### src/rtl/poly_addsub_ctrl.sv
// -----------------------------------------------------------------------------
// poly_addsub_ctrl
// Sequencer that streams one full polynomial (N coefficients) from source RAMs
// A and B through the shared modular add/sub unit (q = 3329) and writes each
// result to a destination RAM, one coefficient per cycle.
//
// Ports:
//   clk, rst_n            clock (rising edge), asynchronous active-low reset
//   start, mode           one-cycle request with operation (1 add, 0 sub,
//                         2/3 illegal); accepted only while idle
//   busy, done, err       status: busy through the done cycle, one-cycle done,
//                         err pulses with done on illegal mode / range fault
//   rd_en, rd_addr        shared read strobe/address for source RAMs A and B
//   a_rdata, b_rdata      source data, valid one cycle after rd_en
//   add_in1/2, add_mode   operands and latched mode towards the adder
//   add_out               combinational adder result
//   wr_en, wr_addr,       destination RAM write port (wr_data = add_out)
//   wr_data
//
// Optional feature: define POLY_ADDSUB_RANGE_CHK_EN to flag any source
// coefficient >= Q seen during a write cycle; the sticky flag raises err
// together with done.
// -----------------------------------------------------------------------------
module poly_addsub_ctrl #(
  parameter int N  = 256,
  parameter int W  = 12,
  parameter int Q  = 3329,
  parameter int AW = 8
) (
  input  logic          clk,
  input  logic          rst_n,
  input  logic          start,
  input  logic [1:0]    mode,
  output logic          busy,
  output logic          done,
  output logic          err,
  output logic          rd_en,
  output logic [AW-1:0] rd_addr,
  input  logic [W-1:0]  a_rdata,
  input  logic [W-1:0]  b_rdata,
  output logic [W-1:0]  add_in1,
  output logic [W-1:0]  add_in2,
  output logic [1:0]    add_mode,
  input  logic [W-1:0]  add_out,
  output logic          wr_en,
  output logic [AW-1:0] wr_addr,
  output logic [W-1:0]  wr_data
);

  localparam logic [AW-1:0] last_addr = AW'(N - 1);
  localparam logic [W-1:0]  q_lim     = W'(Q);

`ifdef POLY_ADDSUB_RANGE_CHK_EN
  localparam logic range_chk_en = 1'b1;
`else
  localparam logic range_chk_en = 1'b0;
`endif

  typedef enum logic [1:0] {
    st_idle  = 2'd0,
    st_run   = 2'd1,
    st_drain = 2'd2,
    st_done  = 2'd3
  } state_t;

  // True when either operand lies outside the canonical range [0, Q).
  function automatic logic coef_out_of_range(input logic [W-1:0] a,
                                             input logic [W-1:0] b);
    return (a >= q_lim) || (b >= q_lim);
  endfunction

  state_t          state_r, state_s;
  logic            rd_en_r, rd_en_s;
  logic [AW-1:0]   rd_addr_r, rd_addr_s;
  logic            busy_r, busy_s;
  logic            done_r, done_s;
  logic            err_r, err_s;
  logic [1:0]      mode_r, mode_s;
  logic            fault_r, fault_s;
  logic            fault_hit_s;
  logic            wr_en_r;
  logic [AW-1:0]   wr_addr_r;

  // Next-state and next-output decode for the sequencer.
  always_comb begin
    state_s   = state_r;
    rd_en_s   = 1'b0;
    rd_addr_s = rd_addr_r;
    busy_s    = busy_r;
    done_s    = 1'b0;
    err_s     = 1'b0;
    mode_s    = mode_r;
    // Source data on a write cycle is exactly the data feeding the adder.
    fault_hit_s = range_chk_en & wr_en_r & coef_out_of_range(a_rdata, b_rdata);
    fault_s     = fault_r | fault_hit_s;
    case (state_r)
      st_idle: begin
        busy_s = 1'b0;
        if (start) begin
          fault_s = 1'b0;
          busy_s  = 1'b1;
          if (mode[1]) begin
            // Illegal operation: report immediately, touch no memory.
            state_s = st_done;
            done_s  = 1'b1;
            err_s   = 1'b1;
          end else begin
            state_s   = st_run;
            mode_s    = mode;
            rd_en_s   = 1'b1;
            rd_addr_s = {AW{1'b0}};
          end
        end else begin
          state_s = st_idle;
        end
      end
      st_run: begin
        busy_s = 1'b1;
        if (rd_addr_r == last_addr) begin
          // Last address already issued; counter holds instead of wrapping.
          state_s = st_drain;
        end else begin
          rd_en_s   = 1'b1;
          rd_addr_s = rd_addr_r + AW'(1);
        end
      end
      st_drain: begin
        // The final write happens in this cycle, so its fault check is folded in.
        state_s = st_done;
        busy_s  = 1'b1;
        done_s  = 1'b1;
        err_s   = fault_s;
      end
      st_done: begin
        state_s = st_idle;
        busy_s  = 1'b0;
      end
      default: begin
        state_s = st_idle;
        busy_s  = 1'b0;
      end
    endcase
  end

  // Sequencer state and registered control outputs.
  always_ff @(posedge clk or negedge rst_n) begin
    if (!rst_n) begin
      state_r   <= st_idle;
      rd_en_r   <= 1'b0;
      rd_addr_r <= {AW{1'b0}};
      busy_r    <= 1'b0;
      done_r    <= 1'b0;
      err_r     <= 1'b0;
      mode_r    <= 2'd0;
      fault_r   <= 1'b0;
    end else begin
      state_r   <= state_s;
      rd_en_r   <= rd_en_s;
      rd_addr_r <= rd_addr_s;
      busy_r    <= busy_s;
      done_r    <= done_s;
      err_r     <= err_s;
      mode_r    <= mode_s;
      fault_r   <= fault_s;
    end
  end

  // Write pipeline: one cycle behind the read, matching the RAM read latency.
  always_ff @(posedge clk or negedge rst_n) begin
    if (!rst_n) begin
      wr_en_r   <= 1'b0;
      wr_addr_r <= {AW{1'b0}};
    end else begin
      wr_en_r   <= rd_en_r;
      wr_addr_r <= rd_addr_r;
    end
  end

  assign busy     = busy_r;
  assign done     = done_r;
  assign err      = err_r;
  assign rd_en    = rd_en_r;
  assign rd_addr  = rd_addr_r;
  assign add_in1  = a_rdata;
  assign add_in2  = b_rdata;
  assign add_mode = mode_r;
  assign wr_en    = wr_en_r;
  assign wr_addr  = wr_addr_r;
  assign wr_data  = add_out;

endmodule

### config.mk
export PLATFORM = sky130hd
export DESIGN_NAME = poly_addsub_ctrl
export DESIGN_NICKNAME = d
export VERILOG_FILES = /design/src/rtl/poly_addsub_ctrl.sv
export SDC_FILE = /design/constraint.sdc
export NUM_CORES = 1
export LEC_CHECK = 0
export ABC_AREA = 1
export CAP_MARGIN = 30
export CORE_ASPECT_RATIO = 0.8
export CORE_MARGIN = 2
export CORE_UTILIZATION = 34
export CTS_CLUSTER_DIAMETER = 50
export DETAILED_ROUTE_END_ITERATION = 10
export PLACE_DENSITY_LB_ADDON = 0.3
export SYNTH_ARGS = -nofsm -noshare
export SYNTH_HDL_FRONTEND = slang
export SYNTH_SLANG_ARGS = --single-unit
### constraint.sdc
create_clock -name clk -period 1.6 [get_ports clk]
set_input_delay 0.16 -clock clk [delete_from_list [all_inputs] [get_ports clk]]
set_output_delay 0.16 -clock clk [all_outputs]
set_load 0.01 [all_outputs]
==> run metrics, run 1 <==
CP endpoint kind output pin; status finished clean; Resized cells post-CTS 0; CP Depth 1; Clk pin slew, worst setup/hold paths 80 ps; Gate power share 0.399; fin nets a little under 200; # H-tree levels 1; Pwr per Cell Area 1340 nW/µm²; WL per Instance ~13 µm; Final Critical Period 1450 ps; initial core utilization 0.355; DRT iter0 DRCs 62; Total Wirelength roughly 2.7 mm; cells on worst reg2reg path 9; final worst-path cycle share 0.909; area grow syn2layout 10.3%; worst-case clock buffer depth 2; RSZ-0062 raised after global routing false; Seq pwr share 0.394; Die W roughly 74 µm; Leak 0.681 nW; CP Max Fanout 6; Overall Global Routing Usage 0.133; Final Skew 1.68 ps; first-pass GRT wire length 4.42 mm; vias in the first global route 875; initial antenna violation count 0; Setup TNS 0 ps; footprint of the multi-input gates 410 µm²; DRT Pass-1 Iters 4; Fin Hold WS 252 ps; worst-path cell chain clkdlybuf4s50_1; Syn Nets 198; switching power share of the total 0.333; Final setup viols 0; top achievable clock speed 688 MHz; die span in y 60.2 µm; worst vdd ir about 0.47 mV; CTS hold repair buffers 0; Clock Power Share 0.207; drt drc 0; largest net degree at the start of global routing 25; Slew Viols, Final 0; post-CTS setup buffers 0; maxcap violations 0; R2R Setup Slk about 150 ps; synthesized netlist cell count 152; R2R Path End rd_addr[5]; Avg Inst Size Synth 8.82 µm²; io pins 100; CTS Root Cell clkbuf_8; Critical R2R Launch state_r[1]; Worst setup endpoint rd_addr[2]; Placer Congestion 0.844; Synth cell types 20; register area roughly 600 µm²; hpwl dp 2.16 mm; Hold Vio Cnt, Final 0; critical path's largest stage delay slightly below 600 ps; Net Sw Power between 0.6 and 0.7 mW; IO Port Bufs 26; worst hold path class in2async; YS warnings 0; Setup Crit Path Kind reg2out; #FFs+latches synth 24; required time of the critical path 1440 ps; total grt overflow 0; post-synthesis sequential area ratio 0.448; CP Launch Type flip-flop; crit path DAT approximately 1300 ps; CP delay by family, top buffers and inverters; Die Footprint 4460 µm²; internal power 1.32 mW; Antenna diodes 0; Num Clock Sinks 24; core area about 3800 µm²; crit path buf inv count 1; fillers between 300 and 400; layout cell share with drive strength beyond 1 0.142; ANT nets after route 0; Post-Syn Area ~1300 µm²; vias per inst 4.33; Crit. Startpoint rd_addr[2]; via count just under 900; CTS tree built; Num CTS Buffers 3; later-pin clock latency in the skew report 260 ps; Core Rows 20; Util after Layout 0.391; slowest stage cell, crit path clkdlybuf4s50_1
-- final cells by class --
class                   count  area share
clock buffers               4      0.0373
inverters                  12      0.0305
multi-input cells          77       0.278
well taps                  55      0.0466
repair buffers             31       0.202
flip-flops and latches     24       0.406
-- routing by layer --
metal	part of all wire	vias to the layer above	GRT usage	wire [µm]
met4	0.041	0	0.0909	110
met2	0.49	46	0.213	1320
met5	0	-	0	0
met3	0.11	22	0.0455	290
met1	0.36	389	0.151	984
li1	-	422	-	-
-- cells by family (layout without fill, tap and decap cells) --
logic type,after synthesis,after routing,share of synthesized area
AND/OR/NAND/NOR,57,57,0.184
buffers and inverters,51,47,0.253
flip-flops,24,24,0.448
AO/OA/AOI/OAI,14,14,0.0654
adder cells (fa/ha/maj),5,5,0.0467
other,1,1,0.00280
-- cell usage after synthesis --
library cell / instances / area, µm²
nor3_1: 1 / 5.00
inv_1: 12 / 45.0
o21ai_2: 3 / 26.3
nand2_2: 4 / 25.0
o22ai_1: 1 / 6.26
nor2_2: 1 / 6.26
nor2_4: 1 / 11.3
nand3_1: 6 / 30.0
buf_6: 1 / 11.3
buf_4: 37 / 278
buf_2: 1 / 5.00
nand2_1: 35 / 131
o21bai_1: 2 / 15.0
a21oi_1: 1 / 5.00
conb_1: 1 / 3.75
dfrtp_1: 24 / 601
nand3b_1: 1 / 7.51
nor2_1: 8 / 30.0
ha_1: 5 / 62.6
o21ai_0: 7 / 35.0
-- through the flow --
step	instance area (µm²)	power (mW)	setup slack, ps	cells
after floorplan	1340	1.30	215	152
after global placement	1410	1.55	134	199
after detailed placement	1410	1.57	69.8	199
after CTS	1470	1.99	52.7	203
after global routing	1480	2.17	2.55	203
final	1480	1.98	145	203
-- power by group through the flow --
stage	Sequential [mW]	Clock, mW	Combinational (mW)
finish	0.782	0.410	0.791
global route	0.801	0.469	0.901
CTS	0.784	0.429	0.779
detailed placement	0.797	0	0.776
global placement	0.791	0	0.755
floorplan	0.861	0	0.438
-- sequential cells by signal, indices dropped and copies added (netlist names) --
name      flops
rd_addr       8
wr_addr       8
state_r       2
add_mode      1
busy          1
done          1
err           1
rd_en         1
wr_en         1
-- cells in the final DEF, fill, tap and decap left out --
cell type	instances
inv_1	11
ha_2	1
o21ai_0	7
nor2_4	1
nand2_2	3
o21ai_2	3
nand3b_1	1
inv_2	1
buf_4	5
nor2_1	7
ha_1	4
o21bai_1	2
conb_1	1
nor3_1	1
clkdlybuf4s50_1	26
o22ai_1	1
clkbuf_8	4
a21oi_1	1
nand2_4	1
nand2_1	35
nand3_1	6
nor2_2	2
dfrtp_1	24
-- worst min path at each step --
stage / to / slack (ps) / cells after the start
final: wr_en / 250 / 2
after floorplan: add_mode[0] / -140 / 0
after CTS: wr_en / 260 / 2
after global placement: add_in1[4] / 320 / 0
after detailed placement: add_in1[4] / 320 / 0
after global routing: wr_en / 280 / 2
(Power assumes the default switching activity.)
==> run 2, diff against run 1 <==
CAP_MARGIN = 20   (was 30)
CORE_UTILIZATION = 31   (was 34)
clock period = 1.2 ns   (was 1.6 ns; I/O delays follow)
==> run metrics, run 2 (same netlist as run 1, synthesis figures left out) <==
Num Clock Sinks 24; worst-case clock buffer depth 2; fin nets ~220; Hold Vio Cnt, Final 0; layout cell share with drive strength beyond 1 0.423; worst hold path class in2async; Slew Viols, Final 0; fillers between 400 and 500; drt drc 0; io pins 100; IO Port Bufs 26; Pwr per Cell Area 1780 nW/µm²; # H-tree levels 1; initial core utilization 0.321; RSZ-0062 raised after global routing true; Overall Global Routing Usage 0.130; Clk pin slew, worst setup/hold paths about 80 ps; Core Rows 21; Final Skew 4.73 ps; Setup Crit Path Kind reg2reg; Antenna diodes 0; largest net degree at the start of global routing 25; top achievable clock speed between 700 and 800 MHz; most frequent cells in the layout 30 x buf_4, 25 x nand2_1, 22 x dfrtp_1; Clock Power Share 0.221; CP delay by family, top simple AND/OR/NAND/NOR gates; CTS Root Cell clkbuf_8; Final WS setup -96.2 ps; critical path's largest stage delay 400 ps; R2R Path End rd_addr[1]; WL per Instance 12.6 µm; Die W approximately 78 µm; failing checks setup timing; hpwl dp 2.12 mm; crit path buf inv count 3; crit path DAT 1500 ps; worst-path cell chain inv_2 -> ha_4 -> nand2_4 -> nor2_4 -> inv_2 -> nand2_4 -> inv_2 -> nor2_4 -> nand2_1 -> nand2_1; Total Wirelength 2.91 mm; via count 1008; cells on worst reg2reg path 10; maxcap violations 0; total grt overflow 0; CP Launch Type flip-flop; Placer Congestion 0.875; DP Cell Count 215; vias in the first global route 1057; initial antenna violation count 0; area grow syn2layout 32.7%; required time of the critical path 1410 ps; Setup TNS -722 ps; CTS tree built; Gate power share 0.444; Num CTS Buffers 3; first-pass GRT wire length 5.05 mm; Critical R2R Launch state_r[1]; final worst-path cycle share 1.08; status finished, violations left; Die Footprint 4870 µm²; core area 4180 µm²; Net Sw Power 1.07 mW; Final Critical Period around 1300 ps; Post-Layout Cell Count approximately 230; vias per inst 4.34; CP endpoint kind flip-flop; switching power share of the total 0.338; most common cell after layout, fill and taps aside buf_4; Crit. Startpoint state_r[1]; DRT Pass-1 Iters 4; Pwr Total 3.17 mW; Util after Layout 0.426; worst vdd ir ~0.52 mV; slowest stage cell, crit path dfrtp_1; R2R Setup Slk -100 ps; CP Max Fanout 4; ANT nets after route 0; DRT iter0 DRCs 42; Seq pwr share 0.335; Crit path top cell by count inv_2; Leak 0.922 nW; Final setup viols 11; later-pin clock latency in the skew report 270 ps; internal power 2.10 mW; die span in y around 63 µm
-- run 2: how the worst max path moves through the flow --
stage	to	cells past startpoint	slack [ps]
3_5_place_dp	rd_addr[4]	8	-230
6_report	rd_addr[1]	10	-100
2_1_floorplan	rd_addr[2]	10	-110
3_3_place_gp	rd_addr[2]	8	-190
4_1_cts	rd_addr[1]	8	-100
5_1_grt	rd_addr[6]	10	-210
-- run 2: power groups by stage --
stage	Clock [mW]	Sequential, mW	Combinational, mW
2_1_floorplan	0	1.16	0.661
3_3_place_gp	0	1.06	1.18
3_5_place_dp	0	1.07	1.21
4_1_cts	0.720	1.06	1.40
5_1_grt	0.766	1.08	1.57
6_report	0.699	1.06	1.41
-- run 2: final cells by class --
| cell class | instances | area, µm² | area share |
|---|---|---|---|
| multi-input combinational | 78 | 528 | 0.297 |
| clock buffer | 3 | 41.3 | 0.0232 |
| inverter | 12 | 45.0 | 0.0253 |
| sequential | 24 | 603 | 0.339 |
| tap | 57 | 71.3 | 0.0401 |
| clock inverter | 1 | 30.0 | 0.0169 |
| timing repair buffer | 57 | 459 | 0.258 |
-- run 2: what timing repair did --
item / in CTS / in global routing
hold buffers: 0 / 0
setup endpoints to repair: 33 / 17
setup buffers: 10 / 4
gates cloned: 1 / 0
pin swaps: 15 / 2
gates resized for setup: 48 / 10
-- run 2: routing by layer --
metal,part of all wire,global-route usage
met3,0.095,0.0549
met2,0.48,0.216
met4,0.042,0.0625
met5,0,0
met1,0.39,0.143
-- run 2: per-stage QoR --
step / instance area (µm²) / hold WS [ps] / worst slack [ps]
2_1_floorplan: 1380 / -176 / -106
3_3_place_gp: 1560 / 240 / -189
3_5_place_dp: 1560 / 240 / -234
4_1_cts: 1760 / 212 / -104
5_1_grt: 1780 / 240 / -212
6_report: 1780 / 202 / -96.2
